File: config.mk
export PLATFORM = sky130hd
export DESIGN_NAME = cpu_fetch_ctrl
export DESIGN_NICKNAME = d
export VERILOG_FILES = /design/src/rtl/cpu_fetch_ctrl.sv
export SDC_FILE = /design/constraint.sdc
export NUM_CORES = 1
export LEC_CHECK = 0
export ABC_AREA = 1
export CAP_MARGIN = 0
export CORE_AREA = 5 5 203 146
export CTS_BUF_LIST = sky130_fd_sc_hd__clkbuf_16
export DETAILED_ROUTE_END_ITERATION = 10
export DIE_AREA = 0 0 208 151
export GPL_TIMING_DRIVEN = 0
export PLACE_DENSITY = 0.74
export SETUP_SLACK_MARGIN = 0.05
export SLEW_MARGIN = 20
export SYNTH_ARGS = -nofsm -noshare
export SYNTH_HDL_FRONTEND = slang
export SYNTH_SLANG_ARGS = --single-unit
File: constraint.sdc
create_clock -name clk_i -period 3.4 [get_ports clk_i]
set_clock_uncertainty 0.1 [all_clocks]
set_input_delay 0.68 -clock clk_i [delete_from_list [all_inputs] [get_ports clk_i]]
set_output_delay 0.68 -clock clk_i [all_outputs]
set_load 0.02 [all_outputs]
File: src/rtl/cpu_fetch_ctrl.sv
// Instruction-fetch sequencer: reads three-word instructions over a word-read
// handshake, strobes the exec unit, and owns the architectural PC and retire count.
module cpu_fetch_ctrl #(
    parameter int unsigned      WIDTH    = 32,
    parameter logic [WIDTH-1:0] RESET_PC = '0,
    parameter logic [WIDTH-1:0] STEP     = WIDTH'(12),
    parameter int unsigned      TIMEOUT  = 16
) (
    input  logic             clk_i,
    input  logic             rst_i,
    input  logic             run_i,
    output logic             mem_req_o,
    output logic [WIDTH-1:0] mem_addr_o,
    input  logic             mem_ack_i,
    input  logic [WIDTH-1:0] mem_rdata_i,
    output logic [WIDTH-1:0] opcode_o,
    output logic [WIDTH-1:0] opa_o,
    output logic [WIDTH-1:0] opb_o,
    output logic             exec_en_o,
    output logic             fetch_done_o,
    input  logic             exec_done_i,
    input  logic [WIDTH-1:0] newpc_i,
    input  logic             isjcc_i,
    output logic [WIDTH-1:0] pc_o,
    output logic             busy_o,
    output logic             err_o,
    output logic [WIDTH-1:0] retired_o
);

    localparam int unsigned TMO_W  = $clog2(TIMEOUT + 1);
    localparam int unsigned IDX_W  = 2;
    localparam int unsigned WORD_B = 4;

    typedef enum logic [2:0] {
        S_IDLE,
        S_FETCH,
        S_DISPATCH,
        S_EXEC,
        S_UPDATE,
        S_HALT
    } state_t;

    state_t            state;
    logic [IDX_W-1:0]  idx;
    logic [TMO_W-1:0]  tmo_cnt;
    logic [WIDTH-1:0]  next_pc;

    // Program counter after the instruction now retiring.
    always_comb begin
        next_pc = pc_o + STEP;
        if (isjcc_i) begin
            next_pc = newpc_i;
        end
    end

    always_ff @(posedge clk_i) begin
        if (rst_i) begin
            state        <= S_IDLE;
            idx          <= '0;
            tmo_cnt      <= '0;
            pc_o         <= RESET_PC;
            mem_addr_o   <= RESET_PC;
            mem_req_o    <= 1'b0;
            opcode_o     <= '0;
            opa_o        <= '0;
            opb_o        <= '0;
            exec_en_o    <= 1'b0;
            fetch_done_o <= 1'b0;
            busy_o       <= 1'b0;
            err_o        <= 1'b0;
            retired_o    <= '0;
        end else begin
            fetch_done_o <= 1'b0;
            case (state)
                S_IDLE: begin
                    if (run_i) begin
                        state      <= S_FETCH;
                        idx        <= '0;
                        tmo_cnt    <= '0;
                        mem_req_o  <= 1'b1;
                        mem_addr_o <= pc_o;
                        busy_o     <= 1'b1;
                    end
                end

                S_FETCH: begin
                    if (mem_ack_i) begin
                        case (idx)
                            IDX_W'(0): opcode_o <= mem_rdata_i;
                            IDX_W'(1): opa_o    <= mem_rdata_i;
                            default:   opb_o    <= mem_rdata_i;
                        endcase
                        tmo_cnt <= '0;
                        if (idx == IDX_W'(2)) begin
                            // Operands are registered here, so the strobe lands with them.
                            state        <= S_DISPATCH;
                            idx          <= '0;
                            mem_req_o    <= 1'b0;
                            fetch_done_o <= 1'b1;
                            exec_en_o    <= 1'b1;
                        end else begin
                            idx        <= idx + IDX_W'(1);
                            mem_addr_o <= mem_addr_o + WIDTH'(WORD_B);
                        end
                    end else if (tmo_cnt == TMO_W'(TIMEOUT - 1)) begin
                        state     <= S_HALT;
                        err_o     <= 1'b1;
                        mem_req_o <= 1'b0;
                        busy_o    <= 1'b0;
                    end else begin
                        tmo_cnt <= tmo_cnt + TMO_W'(1);
                    end
                end

                S_DISPATCH: begin
                    state <= S_EXEC;
                end

                S_EXEC: begin
                    if (exec_done_i) begin
                        state     <= S_UPDATE;
                        exec_en_o <= 1'b0;
                    end
                end

                S_UPDATE: begin
                    pc_o      <= next_pc;
                    retired_o <= retired_o + WIDTH'(1);
                    if (run_i) begin
                        state      <= S_FETCH;
                        idx        <= '0;
                        tmo_cnt    <= '0;
                        mem_req_o  <= 1'b1;
                        mem_addr_o <= next_pc;
                    end else begin
                        state  <= S_IDLE;
                        busy_o <= 1'b0;
                    end
                end

                S_HALT: begin
                    state <= S_HALT;
                end

                default: begin
                    state     <= S_IDLE;
                    mem_req_o <= 1'b0;
                    exec_en_o <= 1'b0;
                    busy_o    <= 1'b0;
                end
            endcase
        end
    end

endmodule

==> results of run 1 <==
state kept, by name, indices dropped and copies added, names as in the netlist:
signal	flops
busy_o	1
err_o	1
exec_en_o	1
fetch_done_o	1
idx	2
mem_addr_o	32
mem_req_o	1
opa_o	32
opb_o	32
opcode_o	32
pc_o	32
retired_o	32
state	3
tmo_cnt	5
stage by stage:
step | worst slack, ns | util [%] | cell area, um2 | power, mW
global placement | 0.354 | 50.6 | 13900 | 3.93
global route | 0.686 | 53.4 | 14600 | 6.72
CTS | 0.799 | 53.3 | 14600 | 6.49
detailed placement | 0.339 | 50.6 | 13900 | 3.94
finish | 0.716 | 53.4 | 14600 | 6.48
floorplan | 1.54 | - | 10800 | 3.36
path summary, 6_finish.rpt:
| kind | depth (start not counted) | slack [ns] | endpoint |
|---|---|---|---|
| worst min register to register | 2 | 0.36 | exec_en_o |
| worst max register to register | 9 | 0.81 | mem_addr_o[13] |
| worst min-delay path | 2 | 0.36 | exec_en_o |
| worst max-delay path | 9 | 0.72 | mem_addr_o[13] |
cell families (layout without fill, tap and decap cells):
logic type | Yosys count | in the layout
compound gates | 285 | 285
buf+inv | 198 | 502
simple gates | 966 | 966
fa+ha+maj | 5 | 5
flops | 207 | 207
other cells | 0 | 2
xor+xnor | 20 | 20
routing by layer:
layer	routed length, um	track usage, %	vias to the layer above
li1	-	-	5988
met1	20000	39.7	5721
met2	18700	39.7	636
met3	5390	7.76	65
met4	896	5.48	2
met5	13	0	-
cell usage after synthesis, drive strengths merged, types with 5 or more instances:
cell,instances
xor2,17
ha,5
nor3,22
clkbuf,29
dfxtp,207
buf,46
nor2,353
nand2,446
inv,123
nand4,19
a21oi,139
o21ai,124
or2,5
o211ai,7
nand3b,16
nand3,101
final cells by class:
type / count / area, um2 / share of cell area (%)
multi-input cells: 1276 / 5770 / 39.4
flip-flops and latches: 207 / 4140 / 28.3
repair buffers: 265 / 2650 / 18.1
clock buffers: 23 / 576 / 3.93
well taps: 371 / 464 / 3.17
inverters: 123 / 462 / 3.15
plain buffers: 75 / 389 / 2.66
clock inverters: 16 / 179 / 1.22
diodes: 2 / 5.00 / 0.0342
report_power, final:
| part | total, mW | switching (mW) | internal, mW |
|---|---|---|---|
| Combinational | 1.23 | 0.753 | 0.475 |
| Sequential | 2.69 | 0.155 | 2.54 |
| Clock | 2.56 | 1.08 | 1.48 |
tightest hold or removal path, delay by kind of cell (launching register included):
| kind | cells | cell delay, ns |
|---|---|---|
| AO/OA/AOI/OAI | 1 | 0.05 |
| buffers and inverters | 1 | 0.05 |
| flip-flops | 1 | 0.31 |
==> results.md, run 1 <==
Status:
- The flow ran to the end, and the final reports show no timing, DRC or antenna violations.

Drt:
- For this block, the via count after detailed routing is 12400.
- Summed over all layers, the routed wires come to 44900 um.
- After detailed routing, the number of remaining DRC violations is 0.
- In this run, the number of DRC markers left after iteration 0 of detailed routing was 1394.
- Once detail routing completed, the nets flagged for antenna violations numbered 0.
- Dividing the detail-routed via count by the number of cells gives 5.26.
- The total iterations of the first detailed-routing run is 6.
- In the final routed layout, each cell accounts on average for 19.1 um.

Synthesis:
- The cell count after synthesis is 1681.
- The main combinational cell family by area after synthesis is simple AND/OR/NAND/NOR gates.
- The number of warning messages in the yosys log is 0.
- The fraction of post-synthesis cell area in the top cell type by area is 38.5%.
- The sequential-to-total area share from yosys stat is 38.5%.
- The synthesized netlist net count is 1756.
- Summing the areas of all compound-gate instances in the mapped netlist gives 13.9% of the synthesized area.
- The post-synthesis mux area share is 0%.
- The synthesized design contains 0 enable-type register cells.
- After Yosys synthesis, full adders, half adders and majority gates account for 0.581% of the synthesized area.
- The biggest area contributor in the post-synthesis netlist is dfxtp_1.
- The xor and xnor fraction of the mapped netlist area is 1.63%.
- The number of unique standard cell types used by synthesis is 42.
- The number of synthesized register bits is 207.
- Dividing the synthesized area by the synthesized cell count gives 6.40 um2.
- The basic-gate share of the synthesized area counting and, or, nand and nor cells is 37.5%.
- Sorting the synthesized cells by area gives the leading types as dfxtp_1, nand2_1, nor2_1.
- For this run, asynchronously set or reset flops after synthesis account for 0%.
- For this run, the leading register cell type out of synthesis is dfxtp_1.
- The netlist area before placement is 0.0108 mm2.

Floorplanning:
- The boundary pin count is 267.
- The area of the core region is 0.0274 mm2.
- The height of the die is 151 um.
- The overall die width is 208 um.
- The floorplan die area is 0.0314 mm2.
- Once the floorplan was initialized, standard cells occupied 39.2% of the core.
- In this run the core area contains 51 standard-cell rows.

Setup path:
- The critical path in this run is classified as in -> reg.
- The kind of cell with the highest combined delay on the critical path is buffers and inverters.
- STA puts the critical path data arrival time at 2.99 ns.
- The signal on the critical path passes through clkdlybuf4s50_1, inv_1, buf_2, buf_2, nand2_1, o21ai_0, nand4_1, nand2_1, inv_1.
- The launch point of the worst reg-to-reg path is pc_o[11].
- Along the worst path, the maximum fanout reaches 10.
- The element type at the critical path start is a primary input.
- The slowest stage of the critical path belongs to the cell o21ai_0.
- The delay of the slowest cell on the worst path is 0.65 ns.
- Tracing the worst setup path back leads to its startpoint at isjcc_i.
- The buffers plus inverters on the worst setup path is 5.
- The required time of the worst setup path is 3.71 ns.
- The nature of the critical path endpoint is a flip-flop.

Global route:
- Global routing used 27.1% of the available tracks across all layers.
- The number of global-route vias before repair is 11300.
- The number of antenna violations at the first check in global routing is 2.
- Entering global routing, the biggest net connects 16 pins.
- The first global-routing pass estimated 67300 um of wire.
- The residual overflow from global routing is 0.

Timing:
- At the pin with the least slew margin, the transition time is 0.853 ns.
- Setup violations remaining at the end of the flow were counted as 0.
- The total negative setup slack is 0 ns.
- Derived from the worst setup path, the maximum achievable clock frequency is 373 MHz.
- The final hold slack is 0.360 ns.
- The final max-slew violation count was 0.
- The number of hold violations in the final report is 0.
- Setup repair after global routing left no endpoint under its margin.
- The relative max-transition margin is 42.5%.
- After layout, the worst path uses 78.9% of the clock period.
- The routed design could run at a clock period as short as 2.68 ns.

Clock tree:
- Counting the buffers created by CTS gives 23.
- The count of hold-fix buffers inserted at cts is 0.
- Post-CTS repair changed the size of 0 cells.
- Buffers added to address setup during post-CTS repair amount to 0.
- Counting every sink on the clock net gives 207.
- The CTS tree is built.
- The cell sitting at the root of the clock tree is a clkbuf_16.
- The maximum clock insertion buffer count is 3.
- The clock slew seen by the registers of the worst setup and hold paths is 0.07 ns.
- The later pin in the worst-skew pair is clocked with a latency of 0.51 ns.
- The CTS H-tree depth is 1.

Finish:
- Relative to the synthesized area, the layout overhead comes to 36.0%.
- The share of cells above drive strength 1 is 6.55%.
- In the layout the commonest cells are nand2_1, nor2_1, clkdlybuf4s50_1, dfxtp_1, a21oi_1.
- The total number of nets in the final design is 2046.
- The most frequent standard cell in the layout excluding fill and tap cells is nand2_1.
- The number of cells in the finished layout apart from fillers is 2358.
- After filler insertion, the fill cell instance count of the layout stands at 2765.

Hold path:
- The launch instance of the worst min-delay path is exec_en_o.
- The worst hold path class is reg -> reg.

Power and ir drop:
- Power spread over the standard cell area amounts to 442 mW/mm2.
- The worst vdd rail ir drop is 0.335 mV.
- Summed over all cells, the static leakage comes to 5.40 nW.

Placement:
- The number of buffers added on ports is 265.
- The global placement routability congestion is 0.975.
- The post-detailed-placement half-perimeter wirelength is 34900 um.
- The total placed cells including tap cells is 2317.

Run:
- Max-cap violations in this run came to 0.
(Power assumes the default switching activity.)
==> inputs of run 2 (changes only) <==
--- a/config.mk
+++ b/config.mk
@@ -12,7 +12,7 @@
 export DETAILED_ROUTE_END_ITERATION = 10
 export DIE_AREA = 0 0 208 151
 export GPL_TIMING_DRIVEN = 0
-export PLACE_DENSITY = 0.74
+export PLACE_DENSITY = 0.77
 export SETUP_SLACK_MARGIN = 0.05
 export SLEW_MARGIN = 20
 export SYNTH_ARGS = -nofsm -noshare
==> constraint.sdc (replaced) <==
create_clock -name clk_i -period 2.3 [get_ports clk_i]
set_clock_uncertainty 0.1 [all_clocks]
set_input_delay 0.46 -clock clk_i [delete_from_list [all_inputs] [get_ports clk_i]]
set_output_delay 0.46 -clock clk_i [all_outputs]
set_load 0.02 [all_outputs]
==> results.md, run 2 (synthesis gave the netlist of run 1 again) <==
Run:
- The number of violations of the max-capacitance limit came to 0 (unchanged).

Clock tree:
- The buffers inserted during post-CTS setup optimization is 0 (unchanged).
- The CTS tree is built.
- The worst-skew pair later-pin latency came to 0.52 ns (about the same).
- The CTS buffer count came to 23 (unchanged).
- The count of hold-fix buffers inserted at cts is 0 (unchanged).
- The CTS H-tree depth is 1 (unchanged).
- The CTS sink count is 207 (unchanged).
- The maximum clock insertion buffer count is 3 (unchanged).
- The library cell used as clock root buffer is clkbuf_16.
- The clock slew seen by the registers of the worst setup and hold paths is 0.07 ns (about the same).

Floorplanning:
- The height of the die was 151 um (unchanged).
- The starting utilization of the core area is 39.2% (unchanged).
- The overall die width was 208 um (unchanged).
- The floorplan die area is 0.0314 mm2 (unchanged).
- The number of placement rows came to 51 (unchanged).
- The boundary pin count is 267 (unchanged).
- The area of the core region was 0.0274 mm2 (unchanged).

Global route:
- The overall routing resource usage was 26.6% (-0.49 points).
- The residual overflow from global routing is 0 (unchanged).
- The number of global-route vias before repair was 11400 (+0.43%).
- The number of antenna violations at the first check in global routing is 0 (-2).
- The pin count of the biggest net entering global routing is 15 (-1).
- The wire length of the first global-routing pass is 66300 um (-1.5%).

Drt:
- The routed length per instance is 18.7 um (-2.0%).
- The total iterations of the first detailed-routing run came to 6 (unchanged).
- The detailed-route DRC error count is 0 (unchanged).
- The iteration-0 DRC count of the detailed router is 1380 (-1.0%).
- The count of vias placed by the detailed router was 12400 (+0.073%).
- The routed wire length is 44100 um (-2.0%).
- The remaining antenna violation count after routing came to 0 (unchanged).
- The detail-routed via count per cell came to 5.27 (about the same).

Finish:
- The total number of nets in the final design is 2046 (unchanged).
- The fill cell instance count of the final layout is 2687 (-2.8%).
- The library cells used most frequently in the layout, excluding fill and tap cells, are nand2_1, nor2_1, clkdlybuf4s50_1, dfxtp_1, a21oi_1.
- The share of cells above drive strength 1 is 7.50% (+0.95 points).
- The end-of-flow core utilization came to 53.6% (+0.22 points).
- Compared with the post-synthesis result, the final layout area differs by 36.6%.
- The most frequent standard cell in the layout excluding fill and tap cells is nand2_1.
- The final cell area excluding filler cells is 0.0147 mm2 (+0.41%).
- The number of antenna cells inserted is 0 (-2).

Setup path:
- The worst register-to-register path begins at mem_addr_o[10].
- For this design, the slowest cell found on the critical path is clkdlybuf4s50_1.
- The critical register-to-register path endpoint is mem_addr_o[27].
- Traced cell by cell, the critical path runs through clkdlybuf4s50_1.
- The worst path arrival time is 1.68 ns (-1.31 ns).
- The buffers plus inverters on the worst setup path was 1 (-4).
- The required time of the worst setup path was 1.74 ns (-1.97 ns).
- The delay of the slowest cell on the worst path came to 0.68 ns (+0.03 ns).
- The largest fanout on the critical path is 5 (-5).
- The logic depth of the worst register-to-register path is 11 (+2).
- The worst setup path is captured at a primary output.
- The worst reg-to-reg setup slack is 0.12 ns (-0.69 ns).
- The critical path is of the reg -> out type.
- Among cell families on the critical path, the largest total delay comes from buffers and inverters.
- The element type at the critical path start is a flip-flop.

Placement:
- The post-detailed-placement half-perimeter wirelength is 34100 um (-2.1%).
- The area after detailed placement is 0.0139 mm2 (unchanged).
- The number of buffers added on ports is 265 (unchanged).
- The global placement routability congestion was 0.997 (+2.2%).

Timing:
- Setup repair after global routing left no endpoint under its margin.
- The number of setup violations in the final report came to 0 (unchanged).
- The number of hold violations in the final report was 0 (unchanged).
- The final hold slack was 0.354 ns (-0.00523 ns).
- The transition time of the tightest slew-check pin is 0.883 ns (+0.0296 ns).
- Static timing analysis puts the maximum clock frequency at 446 MHz.
- The worst path uses 97.4% of the clock period.
- The final max-slew violation count is 0 (unchanged).
- The final critical delay including setup and external delays is 2.24 ns.
- The relative max-transition margin was 41.1% (-1.4 points).

Power and ir drop:
- The static leakage is 5.59 nW (+3.5%).
- The power per standard cell area was 658 mW/mm2 (+49%).
- The worst vdd rail ir drop is 0.533 mV (+59%).
- The post-layout total power is 9.67 mW (+49%).

Hold path:
- The worst hold path belongs to the class reg -> reg.
- The launch instance of the worst min-delay path is err_o.
- The number of stages on the worst hold path is 2 (unchanged).
- The worst hold path terminates at err_o.

Status:
- The run finished with clean final reports.
[run 2: cell types whose count changed in the layout (fill, tap and decap cells not counted), moves of 4 or more]
cell | before | now
clkdlybuf4s50_1 | 265 | 247
clkinv_1 | 0 | 5
dfxtp_1 | 207 | 193
dfxtp_2 | 0 | 14
dlygate4sd2_1 | 0 | 11
dlymetal6s2s_1 | 0 | 7
nor2_1 | 341 | 337
[run 2: worst reg2reg max path, cell delays in order, from the launching register on]
cell and delay [ns]:
dfxtp_1 0.52, nand2_1 0.17, nor2_4 0.19, nand2_1 0.10
nor2_2 0.22, nand3_1 0.11, nand2_1 0.17, nand2_1 0.07
nand2_1 0.08, nand3_1 0.18, nand2_1 0.12, inv_1 0.04
[run 2: worst max path at each step]
stage	from	end	slack [ns]	cells after the start
final	pc_o[12]	pc_o[12]	0.06	1
after global routing	mem_addr_o[6]	mem_addr_o[6]	0.05	1
after CTS	pc_o[17]	pc_o[17]	0.07	1
after detailed placement	isjcc_i	mem_addr_o[13]	-0.60	9
after global placement	isjcc_i	mem_addr_o[13]	-0.62	9
after floorplan	mem_addr_o[2]	mem_addr_o[12]	0.44	11
[run 2: stage by stage]
| step | setup slack [ns] | std cells | setup TNS [ns] |
|---|---|---|---|
| final | 0.0603 | 2358 | 0 |
| after global routing | 0.0515 | 2358 | 0 |
| after CTS | 0.0707 | 2358 | 0 |
| after detailed placement | -0.598 | 2317 | -16.33 |
| after global placement | -0.620 | 2317 | -15.84 |
| after floorplan | 0.443 | 1681 | 0 |
[run 2: area by class of cell]
| type | count | area, um2 | share of cell area [%] |
|---|---|---|---|
| multi-input cells | 1276 | 5800 | 39.4 |
| flip-flops and latches | 207 | 4160 | 28.3 |
| repair buffers | 265 | 2660 | 18.1 |
| clock buffers | 23 | 576 | 3.91 |
| well taps | 371 | 464 | 3.16 |
| inverters | 123 | 462 | 3.14 |
| plain buffers | 75 | 390 | 2.66 |
| clock inverters | 18 | 195 | 1.33 |
[run 2: timing repair]
item                       in CTS  in global routing
pin swaps                       0                  0
setup endpoints to repair      28                 25
gates resized for setup        26                 18
[run 2: layer usage]
layer	up-vias	GRT usage [%]	part of all wire [%]
met5	-	0	0
met4	0	7.35	2.6
met3	69	7.64	12
met2	640	38.6	41
met1	5715	38.5	44
li1	5997	-	-
[run 2: power breakdown]
part           switching, mW  leakage, nW  internal, mW
sequential             0.225         1.68          3.76
clock                   1.59        0.384          2.28
combinational           1.12         3.52         0.698
